==> src/rtl/br_checkpoint_stack_pkg.sv <==
// Shared branch definitions: mask width, resolve states and rename snapshot types.
package br_checkpoint_stack_pkg;

    localparam int BR_MASK_W  = 5;
    localparam int BR_STATE_W = 2;
    localparam int ARCH_REGS  = 32;
    localparam int PRF_IDX_W  = 6;
    localparam int FL_PTR_W   = 5;
    localparam int MAP_W      = ARCH_REGS * PRF_IDX_W;

    typedef enum logic [BR_STATE_W-1:0] {
        BR_PR_NONE    = 2'd0,
        BR_PR_CORRECT = 2'd1,
        BR_PR_WRONG   = 2'd2
    } br_state_e;

    typedef logic [ARCH_REGS-1:0][PRF_IDX_W-1:0] map_snap_t;

    function automatic logic is_onehot(input logic [BR_MASK_W-1:0] v);
        return (v != '0) && ((v & (v - 1'b1)) == '0);
    endfunction

endpackage

==> src/rtl/br_ckpt_slot.sv <==
// One checkpoint slot: live bit, older-slot age mask and the saved rename state.
module br_ckpt_slot
    import br_checkpoint_stack_pkg::*;
#(
    parameter int IDX = 0
) (
    input  logic                 clk,
    input  logic                 rst,
    input  logic                 save_i,
    input  logic [BR_MASK_W-1:0] dep_i,
    input  map_snap_t            map_i,
    input  logic [FL_PTR_W-1:0]  fl_i,
    input  logic [BR_MASK_W-1:0] cor_vec_i,
    input  logic [BR_MASK_W-1:0] wrong_vec_i,
    output logic                 valid_o,
    output map_snap_t            map_o,
    output logic [FL_PTR_W-1:0]  fl_o
);

    logic                 valid_q, valid_d;
    logic [BR_MASK_W-1:0] dep_q, dep_d;
    map_snap_t            map_q, map_d;
    logic [FL_PTR_W-1:0]  fl_q, fl_d;
    logic                 drop;

    // Freed by its own resolution, or squashed because a slot it depends on mispredicted.
    assign drop = cor_vec_i[IDX] | wrong_vec_i[IDX] | (|(dep_q & wrong_vec_i));

    always_comb begin
        valid_d = valid_q;
        dep_d   = dep_q & ~cor_vec_i;
        map_d   = map_q;
        fl_d    = fl_q;
        if (save_i) begin
            valid_d = 1'b1;
            dep_d   = dep_i;
            map_d   = map_i;
            fl_d    = fl_i;
        end else if (drop) begin
            valid_d = 1'b0;
        end
    end

    always_ff @(posedge clk) begin
        if (rst) begin
            valid_q <= 1'b0;
            dep_q   <= '0;
            map_q   <= '0;
            fl_q    <= '0;
        end else begin
            valid_q <= valid_d;
            dep_q   <= dep_d;
            map_q   <= map_d;
            fl_q    <= fl_d;
        end
    end

    assign valid_o = valid_q;
    assign map_o   = map_q;
    assign fl_o    = fl_q;

endmodule

==> src/rtl/br_checkpoint_stack.sv <==
// Per-branch rename checkpoints: saved at dispatch, retired on CORRECT,
// returned for map/free-list recovery on WRONG with younger slots squashed.
module br_checkpoint_stack
    import br_checkpoint_stack_pkg::*;
(
    input  logic                  clk,
    input  logic                  rst,
    input  logic                  save_en_i,
    input  logic [BR_MASK_W-1:0]  save_bit_i,
    input  logic [MAP_W-1:0]      map_snap_i,
    input  logic [FL_PTR_W-1:0]   fl_head_snap_i,
    input  logic [BR_STATE_W-1:0] br_state_i,
    input  logic [BR_MASK_W-1:0]  br_bit_i,
    output logic                  rec_valid_o,
    output logic [MAP_W-1:0]      rec_map_o,
    output logic [FL_PTR_W-1:0]   rec_fl_head_o,
    output logic [BR_MASK_W-1:0]  valid_mask_o,
    output logic                  err_o
);

    logic [BR_MASK_W-1:0] valid_mask;
    logic [BR_MASK_W-1:0] cor_vec, wrong_vec, dep_new;
    logic                 is_cor, is_wr, res_ok, save_go, save_ok;
    logic [MAP_W-1:0]     slot_map [BR_MASK_W];
    logic [FL_PTR_W-1:0]  slot_fl  [BR_MASK_W];
    logic [MAP_W-1:0]     sel_map;
    logic [FL_PTR_W-1:0]  sel_fl;

    logic                 rec_valid_q, rec_valid_d;
    logic [MAP_W-1:0]     rec_map_q, rec_map_d;
    logic [FL_PTR_W-1:0]  rec_fl_q, rec_fl_d;
    logic                 err_q, err_d;

    assign is_cor    = (br_state_i == BR_PR_CORRECT);
    assign is_wr     = (br_state_i == BR_PR_WRONG);
    assign res_ok    = is_onehot(br_bit_i) && (|(br_bit_i & valid_mask));
    assign cor_vec   = (is_cor && res_ok) ? br_bit_i : '0;
    assign wrong_vec = (is_wr && res_ok) ? br_bit_i : '0;

    // A mispredict flushes dispatch, so a same-cycle save is dropped silently.
    assign save_go = save_en_i && !is_wr;
    assign save_ok = is_onehot(save_bit_i)
                     && !(|(save_bit_i & valid_mask & ~cor_vec));
    assign dep_new = valid_mask & ~cor_vec;

    for (genvar k = 0; k < BR_MASK_W; k++) begin : g_slot
        br_ckpt_slot #(.IDX(k)) u_slot (
            .clk         (clk),
            .rst         (rst),
            .save_i      (save_go && save_ok && save_bit_i[k]),
            .dep_i       (dep_new),
            .map_i       (map_snap_i),
            .fl_i        (fl_head_snap_i),
            .cor_vec_i   (cor_vec),
            .wrong_vec_i (wrong_vec),
            .valid_o     (valid_mask[k]),
            .map_o       (slot_map[k]),
            .fl_o        (slot_fl[k])
        );
    end

    always_comb begin
        sel_map = '0;
        sel_fl  = '0;
        for (int k = 0; k < BR_MASK_W; k++) begin
            if (wrong_vec[k]) begin
                sel_map = sel_map | slot_map[k];
                sel_fl  = sel_fl | slot_fl[k];
            end
        end
    end

    always_comb begin
        rec_valid_d = |wrong_vec;
        rec_map_d   = rec_map_q;
        rec_fl_d    = rec_fl_q;
        if (|wrong_vec) begin
            rec_map_d = sel_map;
            rec_fl_d  = sel_fl;
        end
        err_d = err_q
              | ((is_cor || is_wr) && !res_ok)
              | (save_go && !save_ok);
    end

    always_ff @(posedge clk) begin
        if (rst) begin
            rec_valid_q <= 1'b0;
            rec_map_q   <= '0;
            rec_fl_q    <= '0;
            err_q       <= 1'b0;
        end else begin
            rec_valid_q <= rec_valid_d;
            rec_map_q   <= rec_map_d;
            rec_fl_q    <= rec_fl_d;
            err_q       <= err_d;
        end
    end

    assign rec_valid_o   = rec_valid_q;
    assign rec_map_o     = rec_map_q;
    assign rec_fl_head_o = rec_fl_q;
    assign valid_mask_o  = valid_mask;
    assign err_o         = err_q;

endmodule

==> config.mk <==
export PLATFORM = sky130hd
export DESIGN_NAME = br_checkpoint_stack
export DESIGN_NICKNAME = d
export VERILOG_FILES = /design/src/rtl/br_checkpoint_stack_pkg.sv /design/src/rtl/br_ckpt_slot.sv /design/src/rtl/br_checkpoint_stack.sv
export SDC_FILE = /design/constraint.sdc
export NUM_CORES = 2
export LEC_CHECK = 0
export CORE_MARGIN = 2
export CORE_UTILIZATION = 63
export DETAILED_ROUTE_END_ITERATION = 8
export PLACE_DENSITY = 0.84
export SLEW_MARGIN = 20
export SYNTH_ARGS = -nofsm -noshare
export SYNTH_HDL_FRONTEND = slang
export SYNTH_SLANG_ARGS = --single-unit
==> constraint.sdc <==
create_clock -name clk -period 7.7 [get_ports clk]
set_input_delay 2.31 -clock clk [delete_from_list [all_inputs] [get_ports clk]]
set_output_delay 2.31 -clock clk [all_outputs]
set_load 0.01 [all_outputs]
=== Yosys cells after proc, flatten, opt, wreduce, memory -nomap -nowiden ===
Cells that the tools add are included.

* Flip-flop bits (word level): 1214
* Bits in latches: 0
* Memory bits (writable): 0
* Bits in read-only memories: 0
* Input bits: 212
* Logic and storage cells: 284
* Memories kept: 0

* Add/sub/neg operators: 2
* $mul: 0
* Divide/modulo/power cells: 0
* Order comparisons: 0
* Equality and inequality tests: 2
* Shifts and indexed selects: 0
* Mux-type cells: 27
* Bitwise logic cells: 37
* Reductions and logical operators: 37

{| class="wikitable"
|+ Operator list
! kind !! count
|-
| two-way mux 192 bit || 5
|-
| OR 192 bit || 4
|-
| AND 5 bit || 16
|-
| two-way mux 5 bit || 12
|-
| OR reduction 5 bit || 8
|-
| OR 5 bit || 4
|-
| logical AND 1 bit || 15
|-
| OR 1 bit || 12
|-
| logical NOT 5 bit || 2
|-
| two-way mux 1 bit || 10
|-
| nonzero test 2 bit || 5
|-
| nonzero test 5 bit || 2
|-
| subtractor 5 x 1 -> 5 bit, second input constant || 2
|-
| NOT 5 bit || 1
|-
| logical NOT 1 bit || 4
|-
| equality test 2 x 1 -> 1 bit, second input constant || 1
|-
| equality test 2 bit, second input constant || 1
|-
| logical OR 1 bit || 1
|}

=== Longest topological paths before layout ===
* Depth after elaboration: 16
* Gate-level depth with buffers: 11

=== Hierarchy ===
From an unflattened synthesis, not the netlist that was laid out.

* Cell total of the unflattened synthesis: 4538
* Area total of the unflattened synthesis: 49531.3 sq um

{| class="wikitable"
|+ Modules (own cells, without submodules)
! module !! instances !! cells each !! area each (sq um)
|-
| br_ckpt_slot || 5 || 659 || 7338.3
|-
| br_checkpoint_stack || 1 || 1243 || 12839.8
|}

=== Worst setup path before layout ===
Ideal clock, no wire load.

* Kind: in2reg
* From: in br_state_i[1]
* To: reg g_slot[0].u_slot.fl_q[0]
* Setup time: 0.072 ns
* Arrival time: 4.542 ns
* Data required time: 7.628 ns
* Path slack: 3.087 ns
* Stages: 10
* Path buffers: 3
* Cell sequence: inv_1 -> ha_1 -> or3b_1 -> or3_1 -> a31oi_2 -> o2111a_1 -> buf_2 -> buf_4 -> buf_6 -> mux2i_1

* Word-level cells in the longest chain between the ends: 10
* Elaborated cells between the ends (all ways): 13
* Those cells by class: 2 x eq/ne; 1 x mux; 2 x bitwise; 8 x reduce/logical

{| class="wikitable"
|+ RTL lines
! item !! line !! source
|-
| start: declaration || br_checkpoint_stack.sv:12 || <nowiki>input logic [BR_STATE_W-1:0] br_state_i,</nowiki>
|-
| equality test 2 x 1 -> 1 bit || br_checkpoint_stack.sv:34 || <nowiki>assign is_cor = (br_state_i == BR_PR_CORRECT);</nowiki>
|-
| logical AND 1 bit || br_checkpoint_stack.sv:37 || <nowiki>assign cor_vec = (is_cor && res_ok) ? br_bit_i : '0;</nowiki>
|-
| two-way mux 5 bit || br_checkpoint_stack.sv:37 ||
|-
| NOT 5 bit || br_checkpoint_stack.sv:43 || <nowiki>&& !(|(save_bit_i & valid_mask & ~cor_vec));</nowiki>
|-
| AND 5 bit || br_checkpoint_stack.sv:43 ||
|-
| OR reduction 5 bit || br_checkpoint_stack.sv:43 ||
|-
| logical NOT 1 bit || br_checkpoint_stack.sv:43 ||
|-
| logical AND 1 bit || br_checkpoint_stack.sv:43 ||
|-
| logical AND 1 bit * (2 in series) || br_checkpoint_stack.sv:50 || <nowiki>.save_i (save_go && save_ok && save_bit_i[k]),</nowiki>
|-
| end signal: assignment || br_ckpt_slot.sv:54 || <nowiki>fl_q <= fl_d;</nowiki>
|-
| end: declaration || br_ckpt_slot.sv:23 || <nowiki>logic [FL_PTR_W-1:0] fl_q, fl_d;</nowiki>
|}

Every way passes the cells marked *; elsewhere a longest branch is shown, timed or not.
A chain may end at the register's enable or synchronous reset.

=== Final worst setup path ===
* From: in br_bit_i[4]
* To: reg g_slot[4].u_slot.map_q, in the netlist g_slot[4].u_slot.map_o[63]

* Word-level cells in the longest chain between the ends: 14
* Elaborated cells between the ends (all ways): 17
* Those cells by class: 1 x add/sub; 1 x mux; 4 x bitwise; 11 x reduce/logical

{| class="wikitable"
|+ RTL lines
! item !! line !! source
|-
| start: declaration || br_checkpoint_stack.sv:13 || <nowiki>input logic [BR_MASK_W-1:0] br_bit_i,</nowiki>
|-
| subtractor 5 x 1 -> 5 bit || br_checkpoint_stack_pkg.sv:20 || <nowiki>return (v != '0) && ((v & (v - 1'b1)) == '0);</nowiki>
|-
| AND 5 bit || br_checkpoint_stack_pkg.sv:20 ||
|-
| logical NOT 5 bit || br_checkpoint_stack_pkg.sv:20 ||
|-
| logical AND 1 bit || br_checkpoint_stack_pkg.sv:20 ||
|-
| logical AND 1 bit || br_checkpoint_stack.sv:36 || <nowiki>assign res_ok = is_onehot(br_bit_i) && (|(br_bit_i & valid_mask));</nowiki>
|-
| logical AND 1 bit || br_checkpoint_stack.sv:37 ||
|-
| two-way mux 5 bit * || br_checkpoint_stack.sv:37 ||
|-
| NOT 5 bit * || br_checkpoint_stack.sv:43 ||
|-
| AND 5 bit * || br_checkpoint_stack.sv:43 ||
|-
| OR reduction 5 bit * || br_checkpoint_stack.sv:43 ||
|-
| logical NOT 1 bit * || br_checkpoint_stack.sv:43 ||
|-
| logical AND 1 bit * || br_checkpoint_stack.sv:43 ||
|-
| logical AND 1 bit * (2 in series) || br_checkpoint_stack.sv:50 ||
|-
| end signal: assignment || br_ckpt_slot.sv:53 || <nowiki>map_q <= map_d;</nowiki>
|-
| end: declaration || br_ckpt_slot.sv:22 || <nowiki>map_snap_t map_q, map_d;</nowiki>
|}

Marked as above.

==> metrics.csv <==
metric;value;unit
R2R depth;7;
1st-iter DRT viols;2929;
MaxCap Viol Count;0;
DRT met1 WL;57.1;mm
Avg Inst Size Synth;9.97;µm²
crit path kind;primary input to register;
setup bufs post-CTS;0;
HPWL after detailed placement;74.5;mm
CTS resizes;0;
GR Util All Layers;30.2;%
endpoint type of the worst setup path;register;
Non-Filler Instances;6444;
die span in y;289;µm
Setup TNS Final;0;ns
final hold vios;0;
Synth Flop Type;dfxtp_1;
Clock Tree Buf Depth;3;
root buf cell;clkbuf_16;
nets;5503;
Skew-Pair Late Insertion Delay;0.69;ns
fin. max-slew vios;0;
area grow syn2layout;16.3;%
Pleak;25.8;nW
Worst-Margin Slew;1.13;ns
worst r2r src;g_slot[3].u_slot.valid_o$_SDFFE_PP0P_;
Inst Count DP;6229;
CTS Hold Bufs;0;
commonest non-fill, non-tap cell in the layout;dfxtp_1;
CP Max Fanout;95;
Post-synth EDFFs;0;
TritonCTS clock tree;built;
top cell type's share of synthesized area;47.2;%
Syn Inst Count;5140;
clock buffers created by TritonCTS;117;
Worst R2R Setup Slack;3.91;ns
FFs w/ async S/R, synth;0;%
Reg area;24200;µm²
met2 routed WL;61.0;mm
routed vias;38200;
RR Endpoint;g_slot[4].u_slot.map_o[63]$_SDFFE_PP0P_;
WL met3;7.56;mm
Tcrit/Tclk final;72.0;%
Arr. time, crit path;6.14;ns
multi-input logic area;25300;µm²
Fillers;5671;
Cell variety after synth;49;
Synth warnings;0;
Layout Skew;0.0268;ns
post-synthesis sequential area ratio;47.2;%
Clock Pin Slew Worst Setup and Hold Paths;0.06;ns
RSZ-0062 raised after global routing;false;
ANT nets after route;0;
final setup fails;0;
status;completed;
final wirelength;130;mm
number of top-level pins;416;
Tot Pwr;13.1;mW
Min-Delay Path Depth;2;
core area;80500;µm²
share of layout cells above drive strength 1;4.61;%
CTS Sinks;1209;
syn_nets;5354;
Max Used Layer;met5;
vias in the first global route;38400;
Hold Crit Class;register to register;
post-synthesis register bit count;1209;
setup slack after layout;2.15;ns
drt via density;5.93;
Hold Path Sink;g_slot[1].u_slot.dep_q[0]$_SDFF_PP0_;
Power per Cell Area;220;nW/µm²
I/O Buffers;415;
initial antenna violation count;3;
worst hold start;g_slot[1].u_slot.dep_q[0]$_SDFF_PP0_;
most frequent cells in the layout;dfxtp_1, nand2b_1, mux2i_1, clkdlybuf4s50_1, a22oi_1;
largest net degree at the start of global routing;267;
Residual DRC;0;
htree depth;3;
achievable frequency;180;MHz
Max VDD drop;214;µV
Slew HR;24.2;%
CP required;8.30;ns
Routed WL per cell;20.2;µm
die width;289;µm
initial core utilization;63.6;%
TritonRoute pass-1 iters;6;
global-route wire length before repair;205;mm
die area;83600;µm²
worst slack, placed;1.40;ns
Tmin final;5.55;ns
Overflow after GRT;0;
Mapped Area;51200;µm²
routability cong.;0.804;
post-synth top area cell;dfxtp_1;
Rows;104;
Critical Path Start Type;primary input;
top post-synthesis cells by area;dfxtp_1, mux2i_1, nand2b_1;
==> critical path, cell delays in order <==
cell and delay, ns:
clkbuf_8 0.66, xor2_1 0.19, o211a_1 0.35, o21a_1 0.39, o2111ai_4 0.31, buf_4 0.78
buf_4 0.77, mux2i_1 0.28
==> sequential cells by signal, summed over array words and instances, names as in the netlist <==
register	cells
rec_map_o	192
err_o	1
rec_fl_head_o	5
g_slot.u_slot.valid_o	5
g_slot.u_slot.fl_o	25
rec_valid_o	1
g_slot.u_slot.dep_q	20
g_slot.u_slot.map_o	960
==> where the power goes <==
part	internal [mW]	switching, mW	total [mW]
logic	0.357	0.464	0.821
registers	6.34	0.0475	6.39
clock network	3.44	2.44	5.88
total	10.1	2.96	13.1
==> how the worst max path moves through the flow <==
stage | from | end | slack (ns) | cells past startpoint
finish | br_bit_i[4] | g_slot[4].u_slot.map_o[63]$_SDFFE_PP0P_ | 2.15 | 8
detailed placement | br_state_i[1] | g_slot[1].u_slot.map_o[180]$_SDFFE_PP0P_ | 1.40 | 9
floorplan | br_state_i[1] | g_slot[0].u_slot.fl_o[0]$_SDFFE_PP0P_ | 3.09 | 10
global route | br_bit_i[2] | g_slot[4].u_slot.map_o[95]$_SDFFE_PP0P_ | 2.03 | 8
CTS | br_state_i[1] | g_slot[1].u_slot.map_o[8]$_SDFFE_PP0P_ | 2.12 | 9
global placement | br_state_i[1] | g_slot[1].u_slot.map_o[181]$_SDFFE_PP0P_ | 1.48 | 9
==> cells in the mapped netlist (all sizes together) (2+ instances only) <==
library cell and instances:
dfxtp 1209, nand2b 1183, mux2i 1005, a22oi 401, clkbuf 310, nand2 218, a21oi 208, nor2 201
a211oi 197, buf 122, nand3b 17, o21ai 8, and2 5, inv 5, o2111ai 5, o22ai 5
nor2b 4, a22o 3, nor3 3, o211a 3, ha 2, nor3b 2, o2111a 2, o2bb2ai 2
or3b 2, or4b 2
==> stage by stage <==
stage,utilization [%],area [µm²],hold slack (ns)
5_1_grt,74.0,59600,0.488
6_report,74.0,59600,0.470
3_3_place_gp,69.1,55600,0.448
2_1_floorplan,-,51200,0.439
4_1_cts,74.0,59600,0.467
3_5_place_dp,69.1,55600,0.458
==> kinds of logic (layout without fill, tap and decap cells) <==
logic type	Yosys count	count (layout)	synth area share, %
other	0	2	0
buffers and inverters	437	679	3.58
and+or+nand+nor	1641	1641	18.1
adders and majority gates	2	2	0.0488
xor gates and xnor gates	2	2	0.0342
AOI/OAI and AO/OA	844	844	11.4
muxes	1005	1005	19.6
DFF	1209	1209	47.2
==> layout make-up <==
| type | instances | share of cell area, % |
|---|---|---|
| diodes | 2 | 0.00840 |
| clock buffers | 173 | 5.73 |
| clock inverters | 39 | 0.894 |
| inverters | 5 | 0.0315 |
| multi-input cells | 3494 | 42.4 |
| flip-flops and latches | 1209 | 40.6 |
| well taps | 1060 | 2.23 |
| repair buffers | 462 | 8.07 |
==> layer usage <==
| layer | up-vias | track usage (%) |
|---|---|---|
| met4 | 4 | 12.2 |
| met3 | 249 | 4.38 |
| li1 | 18100 | - |
| met2 | 1130 | 49.0 |
| met1 | 18700 | 40.7 |
| met5 | - | 0 |
Note: power is estimated with default switching activity, not from simulation.
